===== config.mk =====
export PLATFORM = sky130hd
export DESIGN_NAME = caravel_uart_rx
export DESIGN_NICKNAME = d
export VERILOG_FILES = /design/src/rtl/caravel_uart_rx.sv
export SDC_FILE = /design/constraint.sdc
export NUM_CORES = 1
export LEC_CHECK = 0
export ABC_AREA = 1
export CAP_MARGIN = 25
export CORE_UTILIZATION = 45
export CTS_CLUSTER_SIZE = 16
export DETAILED_ROUTE_END_ITERATION = 8
export SYNTH_ARGS = -nofsm -noshare
export SYNTH_HDL_FRONTEND = slang
export SYNTH_SLANG_ARGS = --single-unit
export TNS_END_PERCENT = 30

===== constraint.sdc =====
create_clock -name clk -period 1.83 [get_ports clk]
set_input_delay 0.2745 -clock clk [delete_from_list [all_inputs] [get_ports clk]]
set_output_delay 0.2745 -clock clk [all_outputs]
set_load 0.02 [all_outputs]

===== src/rtl/caravel_uart_rx.sv =====
// caravel_uart_rx: 8N1 UART receiver with an AXI-Stream style output register.
// The line is double-synchronized, then sampled at mid-bit by a simple
// IDLE/START/DATA/STOP state machine. A byte that is still pending when the
// next good frame completes is overwritten, and overrun_error flags the loss.
`timescale 1ns/1ps

module caravel_uart_rx #(
  parameter int CLKS_PER_BIT = 416,
  parameter int DATA_WIDTH   = 8
) (
  input  logic                  clk,
  input  logic                  rst_n,
  input  logic                  rxd,
  output logic [DATA_WIDTH-1:0] m_axis_tdata,
  output logic                  m_axis_tvalid,
  input  logic                  m_axis_tready,
  output logic                  busy,
  output logic                  overrun_error,
  output logic                  frame_error
);

  localparam int TIMER_W = $clog2(CLKS_PER_BIT) + 1;
  localparam int INDEX_W = $clog2(DATA_WIDTH) + 1;

  localparam logic [TIMER_W-1:0] HALF_LOAD  = TIMER_W'(CLKS_PER_BIT / 2 - 1);
  localparam logic [TIMER_W-1:0] FULL_LOAD  = TIMER_W'(CLKS_PER_BIT - 1);
  localparam logic [TIMER_W-1:0] TIMER_ONE  = TIMER_W'(1);
  localparam logic [INDEX_W-1:0] LAST_INDEX = INDEX_W'(DATA_WIDTH - 1);
  localparam logic [INDEX_W-1:0] INDEX_ONE  = INDEX_W'(1);

  typedef enum logic [1:0] {
    IDLE  = 2'd0,
    START = 2'd1,
    DATA  = 2'd2,
    STOP  = 2'd3
  } state_t;

  state_t                state;
  logic [TIMER_W-1:0]    timer;
  logic [INDEX_W-1:0]    index;
  logic [DATA_WIDTH-1:0] shift;
  logic                  rxd_meta;
  logic                  rxd_reg;

  // Two-flop synchronizer; the line idles high, so both stages reset to 1.
  always_ff @(posedge clk or negedge rst_n) begin
    if (!rst_n) begin
      rxd_meta <= 1'b1;
      rxd_reg  <= 1'b1;
    end else begin
      rxd_meta <= rxd;
      rxd_reg  <= rxd_meta;
    end
  end

  // Frame state machine with registered stream, busy and error outputs.
  always_ff @(posedge clk or negedge rst_n) begin
    if (!rst_n) begin
      state         <= IDLE;
      timer         <= '0;
      index         <= '0;
      shift         <= '0;
      m_axis_tdata  <= '0;
      m_axis_tvalid <= 1'b0;
      busy          <= 1'b0;
      overrun_error <= 1'b0;
      frame_error   <= 1'b0;
    end else begin
      overrun_error <= 1'b0;
      frame_error   <= 1'b0;

      // A consumed byte drops tvalid; a byte landing in the same cycle
      // re-asserts it below, since the later assignment wins.
      if (m_axis_tvalid && m_axis_tready) begin
        m_axis_tvalid <= 1'b0;
      end

      case (state)
        IDLE: begin
          if (!rxd_reg) begin
            state <= START;
            timer <= HALF_LOAD;
            busy  <= 1'b1;
          end
        end

        START: begin
          if (timer == '0) begin
            if (!rxd_reg) begin
              state <= DATA;
              timer <= FULL_LOAD;
              index <= '0;
            end else begin
              state <= IDLE;
              busy  <= 1'b0;
            end
          end else begin
            timer <= timer - TIMER_ONE;
          end
        end

        DATA: begin
          if (timer == '0) begin
            shift <= {rxd_reg, shift[DATA_WIDTH-1:1]};
            timer <= FULL_LOAD;
            if (index == LAST_INDEX) begin
              state <= STOP;
              index <= '0;
            end else begin
              index <= index + INDEX_ONE;
            end
          end else begin
            timer <= timer - TIMER_ONE;
          end
        end

        STOP: begin
          if (timer == '0) begin
            if (rxd_reg) begin
              m_axis_tdata  <= shift;
              m_axis_tvalid <= 1'b1;
              overrun_error <= m_axis_tvalid && !m_axis_tready;
            end else begin
              frame_error <= 1'b1;
            end
            state <= IDLE;
            timer <= '0;
            busy  <= 1'b0;
          end else begin
            timer <= timer - TIMER_ONE;
          end
        end

        default: begin
          state <= IDLE;
          busy  <= 1'b0;
        end
      endcase
    end
  end

endmodule


# ---- After elaboration in Yosys (flattened, before gate mapping)
# Cells that the tools add are included.
dict set report totals {
  regBits 38
  elab_cells 71
}
dict set report op_classes {
  addsub 2
  n_eq_ne 12
  n_mux 33
  n_reduce_logical 13
}
# op n
set ops {}
lappend ops {{10-bit two-way mux} 5}
lappend ops {{10-bit one-hot mux with 4 select lines} 1}
lappend ops {{4-bit two-way mux} 4}
lappend ops {{1-bit two-way mux} 14}
lappend ops {{2-bit != test (second input constant)} 7}
lappend ops {{2-bit two-way mux} 6}
lappend ops {{10-bit zero test} 1}
lappend ops {{5-bit AND reduction} 2}
lappend ops {{10-bit by 1-bit subtractor with 10-bit output (second input constant)} 1}
lappend ops {{2-bit one-hot mux with 4 select lines} 1}
lappend ops {{4-bit one-hot mux with 2 select lines} 1}
lappend ops {{4-bit by 1-bit adder with 4-bit output (second input constant)} 1}
lappend ops {{2-bit == test (second input constant)} 2}
lappend ops {{4-bit by 3-bit == test with 1-bit output (second input constant)} 1}
lappend ops {{2-bit AND reduction} 2}
lappend ops {{4-bit AND reduction} 1}
lappend ops {{3-bit != test (second input constant)} 1}
lappend ops {{1-bit one-hot mux with 3 select lines} 1}
lappend ops {{3-bit AND reduction} 1}
lappend ops {{3-bit nonzero test} 1}
lappend ops {{2-bit by 1-bit == test with 1-bit output (second input constant)} 1}
lappend ops {{1-bit logical AND} 2}
lappend ops {{2-bit zero test} 1}
lappend ops {{2-bit nonzero test} 1}
lappend ops {{1-bit zero test} 1}

# ---- Longest topological paths before layout
# Gate-level depths: netlist (run 1).
dict set report logic_depth {
  depth_word 5
  ltp_mapped 10
  depth_no_buf 10
}

# ---- Least setup slack after synthesis (run 1)
# No wires, ideal clock.
dict set report synth_timing {
  path_type {flip-flop to flip-flop}
  startpoint {register state[0]}
  endpoint {register index[1]}
  setup_time_ns 0.120
  t_arrival_ns 1.555
  slack_ns 0.155
  path_stages_with_launch 7
  path_buffers 0
  synth_period_minus_slack_ns 1.675
  cell_sequence {dfrtp_1 inv_1 ha_1 o21ai_0 nor2_8 o21ai_0 inv_1}
}
dict set report synth_via {
  elab_chain_cells 3
}
# element line
set synth_lines {}
lappend synth_lines {{start: declaration} 38} ;# state_t state;
lappend synth_lines {{start signal: assignment} 59} ;# state <= IDLE;
lappend synth_lines {{start signal: assignment} 81} ;# state <= START;
lappend synth_lines {{start signal: assignment} 90} ;# state <= DATA;
lappend synth_lines {{2-bit by 1-bit == test with 1-bit output / 2-bit == test (equally long branches)} 78} ;# case (state)
lappend synth_lines {{2-bit != test (no line) / 2-bit nonzero test (equally long branches)} --}
lappend synth_lines {{4-bit AND reduction (no line)} --}
lappend synth_lines {{end signal: assignment} 110} ;# index <= index + INDEX_ONE;
lappend synth_lines {{end: declaration} 40} ;# logic [INDEX_W-1:0] index;
# Parallel ways exist; a longest one is shown, timed or not.
# A chain may end at the register's enable or synchronous reset.

# ---- Worst setup path in the final report (run 1)
dict set report layout_timing {
  startpoint {register timer[0]}
  endpoint {register index[0]}
}
dict set report layout_via {
  elab_chain_cells 3
}
# element line
set layout_lines {}
lappend layout_lines {{start: declaration} 39} ;# logic [TIMER_W-1:0] timer;
lappend layout_lines {{start signal: assignment} 98} ;# timer <= timer - TIMER_ONE;
lappend layout_lines {{start signal: assignment} 113} ;# timer <= timer - TIMER_ONE;
lappend layout_lines {{start signal: assignment} 130} ;# timer <= timer - TIMER_ONE;
lappend layout_lines {{10-bit zero test *} {88, 103}}
lappend layout_lines {{2-bit != test (no line)} --}
lappend layout_lines {{4-bit AND reduction (no line) *} --}
# Every way passes the cells marked *; elsewhere a longest branch is shown, timed or not.

==> results by group, run 1 <==
Outcome
  • Status: completed

Drt
  • Initial DRC count: 98
  • DRT Wirelength: 3755 microns
  • TritonRoute pass-1 iters: 4
  • Final routed DRC violation total: 0
  • Via count: 1,491
  • Routed Antenna Nets: 0
  • Vias/cell: 4.873
  • Avg WL per Cell: 12.27 microns

Synthesis
  • Simple-gate share of the synthesized area: 0.2394
  • Warnings, synthesis: 0
  • Synthesized-area fraction occupied by adder cells: 0.04481
  • Area leader, netlist: dfrtp_1
  • Mux cell area share after synthesis: 0
  • Largest family of logic cells by synthesized area: simple AND/OR/NAND/NOR gates
  • Post-Syn Area: 1954 sq um
  • Post-Syn Instances: 231
  • Share of Yosys cell area claimed by the top area cell type: 0.4609
  • Synthesized area per cell: 8.460 sq um
  • Area contributors post-synth: dfrtp_1, nand2_1, inv_1
  • Sequential fraction of the synthesis area: 0.4878
  • Synth Register Bits: 38
  • Compound-Gate Fraction of Synth Area: 0.1293
  • Net count after synthesis: 242
  • Post-synthesis xor/xnor area fraction: 0.01344
  • Library cells used by synthesis: 29

Die
  • Initial Util: 0.4783
  • Die height: 67.90 microns
  • Rows: 23
  • Die area: 4610 sq um
  • Core Box Area: 4086 sq um
  • Die Wd: 67.90 microns
  • I/O pins: 16

Cells and area
  • Most frequent cells in the layout: nand2_1, dfrtp_1, inv_1
  • Largest regs: timer (10), m_axis_tdata (8), shift (8)
  • Area of the multi-input gates: 869.6 sq um
  • Max reg flops: 10
  • Layout cells sized above 1: 0.1680
  • Most flops, register: timer
  • Nets: 266
  • Ant. Diodes: 0
  • Commonest non-fill, non-tap cell in the layout: nand2_1
  • FF+latch area: 954.7 sq um
  • FILL cells: 392
  • Area grow syn2layout: 17.16%

GRT
  • Vias in the first global route: 1,440
  • First-pass GRT wire length: 6348 microns
  • Congestion Overflow GR: 0
  • Gr usage total: 0.1895
  • Largest net degree at the start of global routing: 39
  • Initial antenna violation count: 0

Pwr
  • Logic gate share of total power: 0.019
  • Sequential Power Share: 0.567
  • Switch share: 0.2278
  • Clock power share: 0.414
  • Power Dens Cells: 652.3 nW/um^2
  • Sw Pwr: 340.2 uW
  • Max VDD drop: 0.3714 mV
  • Internal: 1153 uW
  • Leak: 0.001118 uW

Placed design
  • DP Wirelength: 2577 microns
  • Placer Congestion: 0.8141
  • Post-Place Worst Slack: 0.06352 ns
  • IO Port Bufs: 15

Worst setup path
  • FF-to-FF path depth: 10
  • FF-to-FF End: index[0]
  • CP startpoint kind: flop
  • Crit path from: timer[0]
  • Worst R2R Setup Slack: 0.15 ns
  • Crit Reg-Reg Startpoint: timer[0]
  • Critical Path AT: 1.87 ns
  • Crit path kind: reg -> reg
  • WP data required: 2.02 ns
  • End of the critical path: index[0]
  • Setup crit end kind: flop
  • Crit path max fanout: 9

STA
  • Setup TNS: 0 ns
  • Minimum clock period: 1.681 ns
  • Clock Skew: 0.006575 ns
  • Worst setup margin: 0.1494 ns
  • Worst-Margin Slew: 0.5614 ns
  • Fmax: 595.0 MHz
  • Final setup vio count: 0
  • Unrepaired setup endpoints after global routing: false
  • Fin. max-slew vios: 0
  • Max-Slew Margin vs Limit: 0.6218
  • Final Hold Viols: 0
  • Period utilization: 0.9184

CTS
  • Sink Count: 38
  • CTS tree: done
  • Worst-skew pair later-pin latency: 0.30 ns
  • Post CTS Setup Buffer Count: 0
  • CTS max path bufs: 2
  • Number of H-tree levels: 2
  • TritonCTS Buffers: 5
  • Post_cts resized: 0
  • Post-CTS Hold Buffers: 0
  • Root Driver: clkbuf_8
  • Clk pin slew, worst setup/hold paths: 0.08 ns

Min path
  • Worst hold path type: in -> async

Run
  • Max Cap Viol: 0
-- critical path, stage by stage, from the launching register on --
cell and delay (ns):
dfrtp_1 0.40, inv_1 0.09, ha_2 0.21, nand2_2 0.09
nor2_4 0.17, nand2_4 0.11, buf_4 0.19, nor2_8 0.12
o21ai_1 0.08, o21ai_0 0.07, inv_1 0.05
-- stage by stage --
step	instances	utilization	total power (uW)	hold slack (ns)	cell area, sq um
floorplan	231	-	867.0	-0.02109	1954
detailed placement	297	0.5282	892.3	0.3509	2158
finish	306	0.5603	1494	0.01213	2290
global placement	297	0.5282	891.9	0.3461	2158
global route	306	0.5603	1558	0.06730	2290
CTS	305	0.5514	1524	0.02778	2253
-- per-layer routing --
metal | vias to the layer above | global-route usage | routed length, microns | part of all wire
met4 | 0 | 0.09896 | 71 | 0.019
met2 | 18 | 0.2983 | 1682 | 0.45
met5 | - | 0 | 0 | 0
met3 | 7 | 0.04667 | 85 | 0.023
met1 | 685 | 0.2395 | 1915 | 0.51
li1 | 781 | - | - | -
-- cell type report --
cell class,count,area share
clock buffers,6,0.03607
inverters,35,0.05792
flip-flops and latches,38,0.4169
repair buffers,19,0.07650
clock inverters,2,0.005464
multi-input cells,156,0.3798
well taps,50,0.02732
-- cell families after synthesis --
group,count (synthesis)
AND/OR/NAND/NOR,104
AO/OA/AOI/OAI,41
buffers and inverters,38
flip-flops,38
adder cells (fa/ha/maj),7
XOR/XNOR,3
-- worst min path at each step --
stage	endpoint	cells after the start	start	slack [ns]
2_1_floorplan	async pin	0	rst_n	-0.02
3_3_place_gp	timer[4]	2	rst_n	0.35
3_5_place_dp	rxd_reg	0	rxd_meta	0.35
4_1_cts	timer[4]	2	rst_n	0.03
5_1_grt	timer[5]	2	rst_n	0.07
6_report	timer[4]	2	rst_n	0.01
-- synth_stat cells --
| cell | number |
|---|---|
| a22oi_2 | 1 |
| nand2_4 | 1 |
| buf_6 | 3 |
| nand2_2 | 2 |
| dfstp_2 | 2 |
| inv_2 | 2 |
| nor2_4 | 1 |
| nand3_4 | 1 |
| nor2_2 | 1 |
| nand2_1 | 57 |
| xor2_1 | 2 |
| ha_1 | 7 |
| nand3_1 | 9 |
| inv_1 | 32 |
| a21boi_1 | 1 |
| xnor2_1 | 1 |
| nor3_1 | 1 |
| o21ai_2 | 9 |
| or2_2 | 1 |
| clkinv_2 | 1 |
| o21ai_1 | 10 |
| nand4_1 | 4 |
| o21ai_0 | 11 |
| nor2_1 | 25 |
| a21oi_1 | 7 |
| o211ai_1 | 1 |
| o22ai_1 | 1 |
| nor2_8 | 1 |
| dfrtp_1 | 36 |
-- power by group through the flow --
| stage | logic, uW | clock network, uW | registers [uW] |
|---|---|---|---|
| floorplan | 5.11 | 0 | 862 |
| global placement | 29.9 | 0 | 862 |
| detailed placement | 30.0 | 0 | 862 |
| CTS | 30.2 | 648 | 846 |
| global route | 33.7 | 677 | 848 |
| finish | 28.0 | 619 | 847 |
No activity file was read; power rests on OpenSTA's default activity.
==> inputs of run 2 (changes only) <==
Clock period 1.83 ns to 1.9 ns, I/O delays scaled along.
==> run 2 against run 1 <==
Global-route usage decreased by 2.3 points. Combinational power decreased by 5%. Total power decreased by 4.4%. Utilization decreased by 1.1 points. Via count decreased by 2.5%. Sequential share of layout area increased by 0.76 points. Routed wire length decreased by 12%. First-iteration DRC count decreased by 30%. Worst setup slack improved by 0.011 ns.
==> results by group, run 2 (synthesis results as in run 1) <==
CTS
  • Root Driver: clkbuf_8
  • CTS max path bufs: 2 (unchanged)
  • Sink Count: 38 (unchanged)
  • CTS tree: done
  • Post_cts resized: 0 (unchanged)
  • TritonCTS Buffers: 5 (unchanged)
  • Post CTS Setup Buffer Count: 0 (unchanged)
  • Clk pin slew, worst setup/hold paths: 0.08 ns (about the same)
  • Number of H-tree levels: 2 (unchanged)
  • Post-CTS Hold Buffers: 0 (unchanged)
  • Worst-skew pair later-pin latency: 0.30 ns (about the same)

Min path
  • Worst hold path type: in -> async

Die
  • Initial Util: 0.4783 (unchanged)
  • Die height: 67.90 microns (unchanged)
  • Die area: 4610 sq um (unchanged)
  • Die Wd: 67.90 microns (unchanged)
  • I/O pins: 16 (unchanged)
  • Core Box Area: 4086 sq um (unchanged)
  • Rows: 23 (unchanged)

Drt
  • TritonRoute pass-1 iters: 4 (unchanged)
  • Initial DRC count: 69 (-30%)
  • Final routed DRC violation total: 0 (unchanged)
  • Vias/cell: 4.783 (-1.8%)
  • Avg WL per Cell: 10.87 microns (-11%)
  • DRT Wirelength: 3304 microns (-12%)
  • Via count: 1,454 (-2.5%)
  • Routed Antenna Nets: 0 (unchanged)

GRT
  • Congestion Overflow GR: 0 (unchanged)
  • Initial antenna violation count: 0 (unchanged)
  • Vias in the first global route: 1,293 (-10%)
  • Gr usage total: 0.1669 (-0.02263)
  • Largest net degree at the start of global routing: 39 (unchanged)
  • First-pass GRT wire length: 5561 microns (-12%)

Cells and area
  • Ant. Diodes: 0 (unchanged)
  • Most frequent cells in the layout: nand2_1, dfrtp_1, inv_1
  • Nets: 264 (-0.75%)
  • Commonest non-fill, non-tap cell in the layout: nand2_1
  • Area grow syn2layout: 14.92%
  • Most flops, register: timer
  • Layout Cells excl Fill: 304 (-0.65%)
  • Layout cells sized above 1: 0.1378 (-0.03017)
  • Largest regs: timer (10), m_axis_tdata (8), shift (8)
  • Max reg flops: 10 (unchanged)

Pwr
  • Max VDD drop: 0.3704 mV (-0.26%)
  • Power, Total: 1427 uW (-4.4%)
  • Power Dens Cells: 635.4 nW/um^2 (-2.6%)
  • Leak: 0.001114 uW (-0.34%)

STA
  • Unrepaired setup endpoints after global routing: false
  • Fmax: 574.7 MHz (-3.4%)
  • Max-Slew Margin vs Limit: 0.6082 (-0.01355)
  • Worst-Margin Slew: 0.5815 ns (+0.02011 ns)
  • Minimum clock period: 1.740 ns (+0.05942 ns)
  • Final setup vio count: 0 (unchanged)
  • Hold Slack: 0.02458 ns (+0.01246 ns)
  • Fin. max-slew vios: 0 (unchanged)
  • Clock Skew: 0.006665 ns (+0.00009009 ns)
  • Setup TNS: 0 ns (unchanged)
  • Final Hold Viols: 0 (unchanged)
  • Period utilization: 0.9158 (-0.002560)

Placed design
  • DP Wirelength: 2441 microns (-5.3%)
  • Placer Congestion: 0.7690 (-5.5%)
  • Cells after DPL: 296 (-0.34%)
  • IO Port Bufs: 15 (unchanged)

Run
  • Max Cap Viol: 0 (unchanged)

Worst setup path
  • CP startpoint kind: flop
  • Crit-path cells: inv_1 > ha_1 > o21ai_0 > nor2_8 > o21ai_0 > inv_1
  • Crit path max fanout: 7 (-2)
  • Crit-path max cell delay: 0.50 ns (+0.10 ns)
  • Critical Path AT: 1.93 ns (+0.06 ns)
  • Slowest cell on crit path: o21ai_0
  • Setup crit end kind: flop
  • WP data required: 2.09 ns (+0.07 ns)
  • Crit path kind: reg -> reg

Outcome
  • Status: completed
==> run 2: per-stage QoR <==
stage	utilization	cell area [sq um]	setup WS, ns
after floorplan	-	1954	0.2253
after global placement	0.5263	2151	0.1833
after detailed placement	0.5263	2151	0.1510
after CTS	0.5496	2246	0.1364
after global routing	0.5496	2246	0.008056
final	0.5496	2246	0.1600
==> run 2: worst max-delay path, delay by kind of cell (launching register included) <==
kind / cells / cell delay, ns
simple gates: 1 / 0.10
flops: 1 / 0.43
compound gates: 2 / 0.67
fa+ha+maj: 1 / 0.26
buf+inv: 2 / 0.17
==> run 2: layer usage <==
layer,global-route usage,up-vias,part of all wire
met5,0,-,0
met4,0.07813,0,0.021
met3,0.05500,6,0.030
met2,0.2512,19,0.43
met1,0.2155,654,0.52
li1,-,775,-
==> run 2: layout make-up <==
type / instances / area, sq um
inverter: 35 / 132.6
clock inverter: 2 / 12.51
multi-input combinational: 155 / 834.6
fill: 383 / 1841
sequential: 38 / 953.4
tap: 50 / 62.56
clock buffer: 6 / 82.58
timing repair buffer: 18 / 167.7
==> run 2: worst paths after layout <==
path,startpoint,endpoint,slack [ns],cells past startpoint
setup / recovery,state[0],index[1],0.16,6
hold / removal,rst_n,timer[6],0.02,2
setup reg to reg,state[0],index[1],0.16,6
hold reg to reg,rxd_meta,rxd_reg,0.36,0
max in group asynchronous,rst_n,rxd_meta,1.52,2
min in group clk,rxd_meta,rxd_reg,0.36,0
==> run 2: report_power, final <==
group          internal (uW)  switching (uW)
registers                812            2.55
clock network            292             294
logic                   7.09            19.6
total                   1110             316
==> inputs of run 3 (changes only) <==
Settings changed: CORE_UTILIZATION 45 to 28, PLACE_DENSITY from default to 0.54.
==> run 3 against run 2 <==
Critical path depth is 3 higher. Combinational power is 2% higher. Maximum frequency rose by 0.41%. First-iteration DRC count decreased by 19%. Routed wire length grew 16%. Sequential power hardly changed. Final cell count increased by 11%. Largest cell class unchanged.
==> results by group, run 3 (synthesis results as in run 1) <==
Cells and area
  • Largest regs: timer (10), m_axis_tdata (8), shift (8)
  • Area grow syn2layout: 18.31%
  • Layout Cells excl Fill: 337 (+11%)
  • Commonest non-fill, non-tap cell in the layout: nand2_1
  • Nets: 267 (+1.1%)
  • Ant. Diodes: 0 (unchanged)
  • Max reg flops: 10 (unchanged)
  • Most frequent cells in the layout: nand2_1, dfrtp_1, inv_1
  • Core Util, Final: 0.3422 (-0.2074)
  • Most flops, register: timer
  • Layout cells sized above 1: 0.1518 (+0.01396)

Worst setup path
  • Crit-path cells: inv_1 > ha_1 > nand2_2 > nor2_4 > nand3_1 > nand2_1 > inv_2 > nor2_1 > a21oi_1
  • WP data required: 2.07 ns (-0.02 ns)
  • Crit path max fanout: 8 (+1)
  • Critical path's top delay family: simple AND/OR/NAND/NOR gates
  • FF-to-FF path depth: 9 (+3)
  • Critical Path AT: 1.90 ns (-0.03 ns)
  • WP buf/inv: 2 (unchanged)
  • Crit path kind: reg -> reg
  • Crit-path max cell delay: 0.39 ns (-0.11 ns)
  • Critical path depth: 9 (+3)
  • Setup crit end kind: flop
  • Slowest cell on crit path: dfrtp_1
  • CP startpoint kind: flop

STA
  • Final Hold Viols: 0 (unchanged)
  • Final setup vio count: 0 (unchanged)
  • Fmax: 577.1 MHz (+0.41%)
  • Fin. max-slew vios: 0 (unchanged)
  • Worst setup margin: 0.1671 ns (+0.007087 ns)
  • Worst-Margin Slew: 0.4805 ns (-0.1010 ns)
  • Setup TNS: 0 ns (unchanged)
  • Max-Slew Margin vs Limit: 0.6796 (+0.07143)
  • Period utilization: 0.9121 (-0.003730)
  • Clock Skew: 0.007581 ns (+0.0009162 ns)
  • Minimum clock period: 1.733 ns (-0.007087 ns)

GRT
  • Initial antenna violation count: 0 (unchanged)
  • Gr usage total: 0.1115 (-0.05545)
  • Largest net degree at the start of global routing: 39 (unchanged)
  • First-pass GRT wire length: 6410 microns (+15%)
  • Vias in the first global route: 1,386 (+7.2%)
  • Congestion Overflow GR: 0 (unchanged)

CTS
  • Clk pin slew, worst setup/hold paths: 0.08 ns (about the same)
  • TritonCTS Buffers: 5 (unchanged)
  • Root Driver: clkbuf_8
  • Sink Count: 38 (unchanged)
  • CTS max path bufs: 2 (unchanged)
  • Number of H-tree levels: 2 (unchanged)
  • CTS tree: done
  • Worst-skew pair later-pin latency: 0.29 ns (about the same)

Run
  • Max Cap Viol: 0 (unchanged)

Die
  • Die area: 7318 sq um (+59%)
  • Initial Util: 0.2893 (-0.1890)
  • Die height: 85.55 microns (+26%)
  • Die Wd: 85.55 microns (+26%)
  • I/O pins: 16 (unchanged)
  • Rows: 30 (+30%)
  • Core Box Area: 6756 sq um (+65%)

Placed design
  • Placer Congestion: 0.8548 (+11%)
  • DP Wirelength: 2642 microns (+8.3%)
  • IO Port Bufs: 15 (unchanged)
  • Cells after DPL: 327 (+10%)
  • Post-Place Worst Slack: 0.1186 ns (-0.03241 ns)

Drt
  • Via count: 1,514 (+4.1%)
  • Vias/cell: 4.493 (-6.1%)
  • Final routed DRC violation total: 0 (unchanged)
  • TritonRoute pass-1 iters: 4 (unchanged)
  • DRT Wirelength: 3834 microns (+16%)
  • Avg WL per Cell: 11.38 microns (+4.7%)
  • Initial DRC count: 56 (-19%)
  • Routed Antenna Nets: 0 (unchanged)

Pwr
  • Leak: 0.001122 uW (+0.74%)
  • Max VDD drop: 0.3531 mV (-4.7%)
  • Power Dens Cells: 602.3 nW/um^2 (-5.2%)

Outcome
  • Status: completed

Min path
  • Worst hold path type: in -> async
-- run 3: worst paths after layout --
path,start,to,slack (ns)
worst max-delay path,timer[0],timer[0],0.17
worst min-delay path,rst_n,frame_error,0.04
worst max register to register,timer[0],timer[0],0.17
worst min register to register,rxd_meta,rxd_reg,0.36
max in group asynchronous,rst_n,state[0],1.50
min in group clk,rxd_meta,rxd_reg,0.36
-- run 3: worst register-to-register path, delay by kind of cell (launching register included) --
family,cells,cell delay [ns]
buffers and inverters,2,0.19
flip-flops,1,0.39
adder cells (fa/ha/maj),1,0.23
AO/OA/AOI/OAI,1,0.05
AND/OR/NAND/NOR,5,0.76
-- run 3: power breakdown --
part	switching [uW]	total [uW]	internal, uW	leakage (uW)
combinational	20.1	27.3	7.15	0.000595
sequential	3.58	816	812	0.000483
clock	295	550	255	0.0000450
total	319	1390	1070	0.00112
-- run 3: area by class of cell --
| cell class | instances | area (sq um) |
|---|---|---|
| fillers | 718 | 4444 |
| flip-flops and latches | 38 | 954.7 |
| multi-input cells | 156 | 859.6 |
| repair buffers | 20 | 182.7 |
| inverters | 35 | 132.6 |
| well taps | 80 | 100.1 |
| clock buffers | 6 | 72.57 |
| clock inverters | 2 | 10.01 |
-- run 3: routing by layer --
metal | vias up | part of all wire | track usage
li1 | 780 | - | -
met1 | 715 | 0.47 | 0.1452
met2 | 17 | 0.49 | 0.1782
met3 | 2 | 0.024 | 0.02406
met4 | 0 | 0.011 | 0.05000
met5 | - | 0 | 0
-- run 3: what timing repair did --
action	CTS	global route
hold buffers	0	0
endpoints found under the setup margin	0	9
gates resized for setup	0	5
setup buffers	0	1
-- run 3: through the flow --
| stage | power, uW | hold slack (ns) | cell area, sq um |
|---|---|---|---|
| after global placement | 859.8 | 0.3470 | 2196 |
| after CTS | 1419 | 0.05955 | 2278 |
| after floorplan | 835.1 | -0.01059 | 1954 |
| after detailed placement | 860.2 | 0.3503 | 2196 |
| final | 1393 | 0.03555 | 2312 |
| after global routing | 1454 | 0.07810 | 2312 |
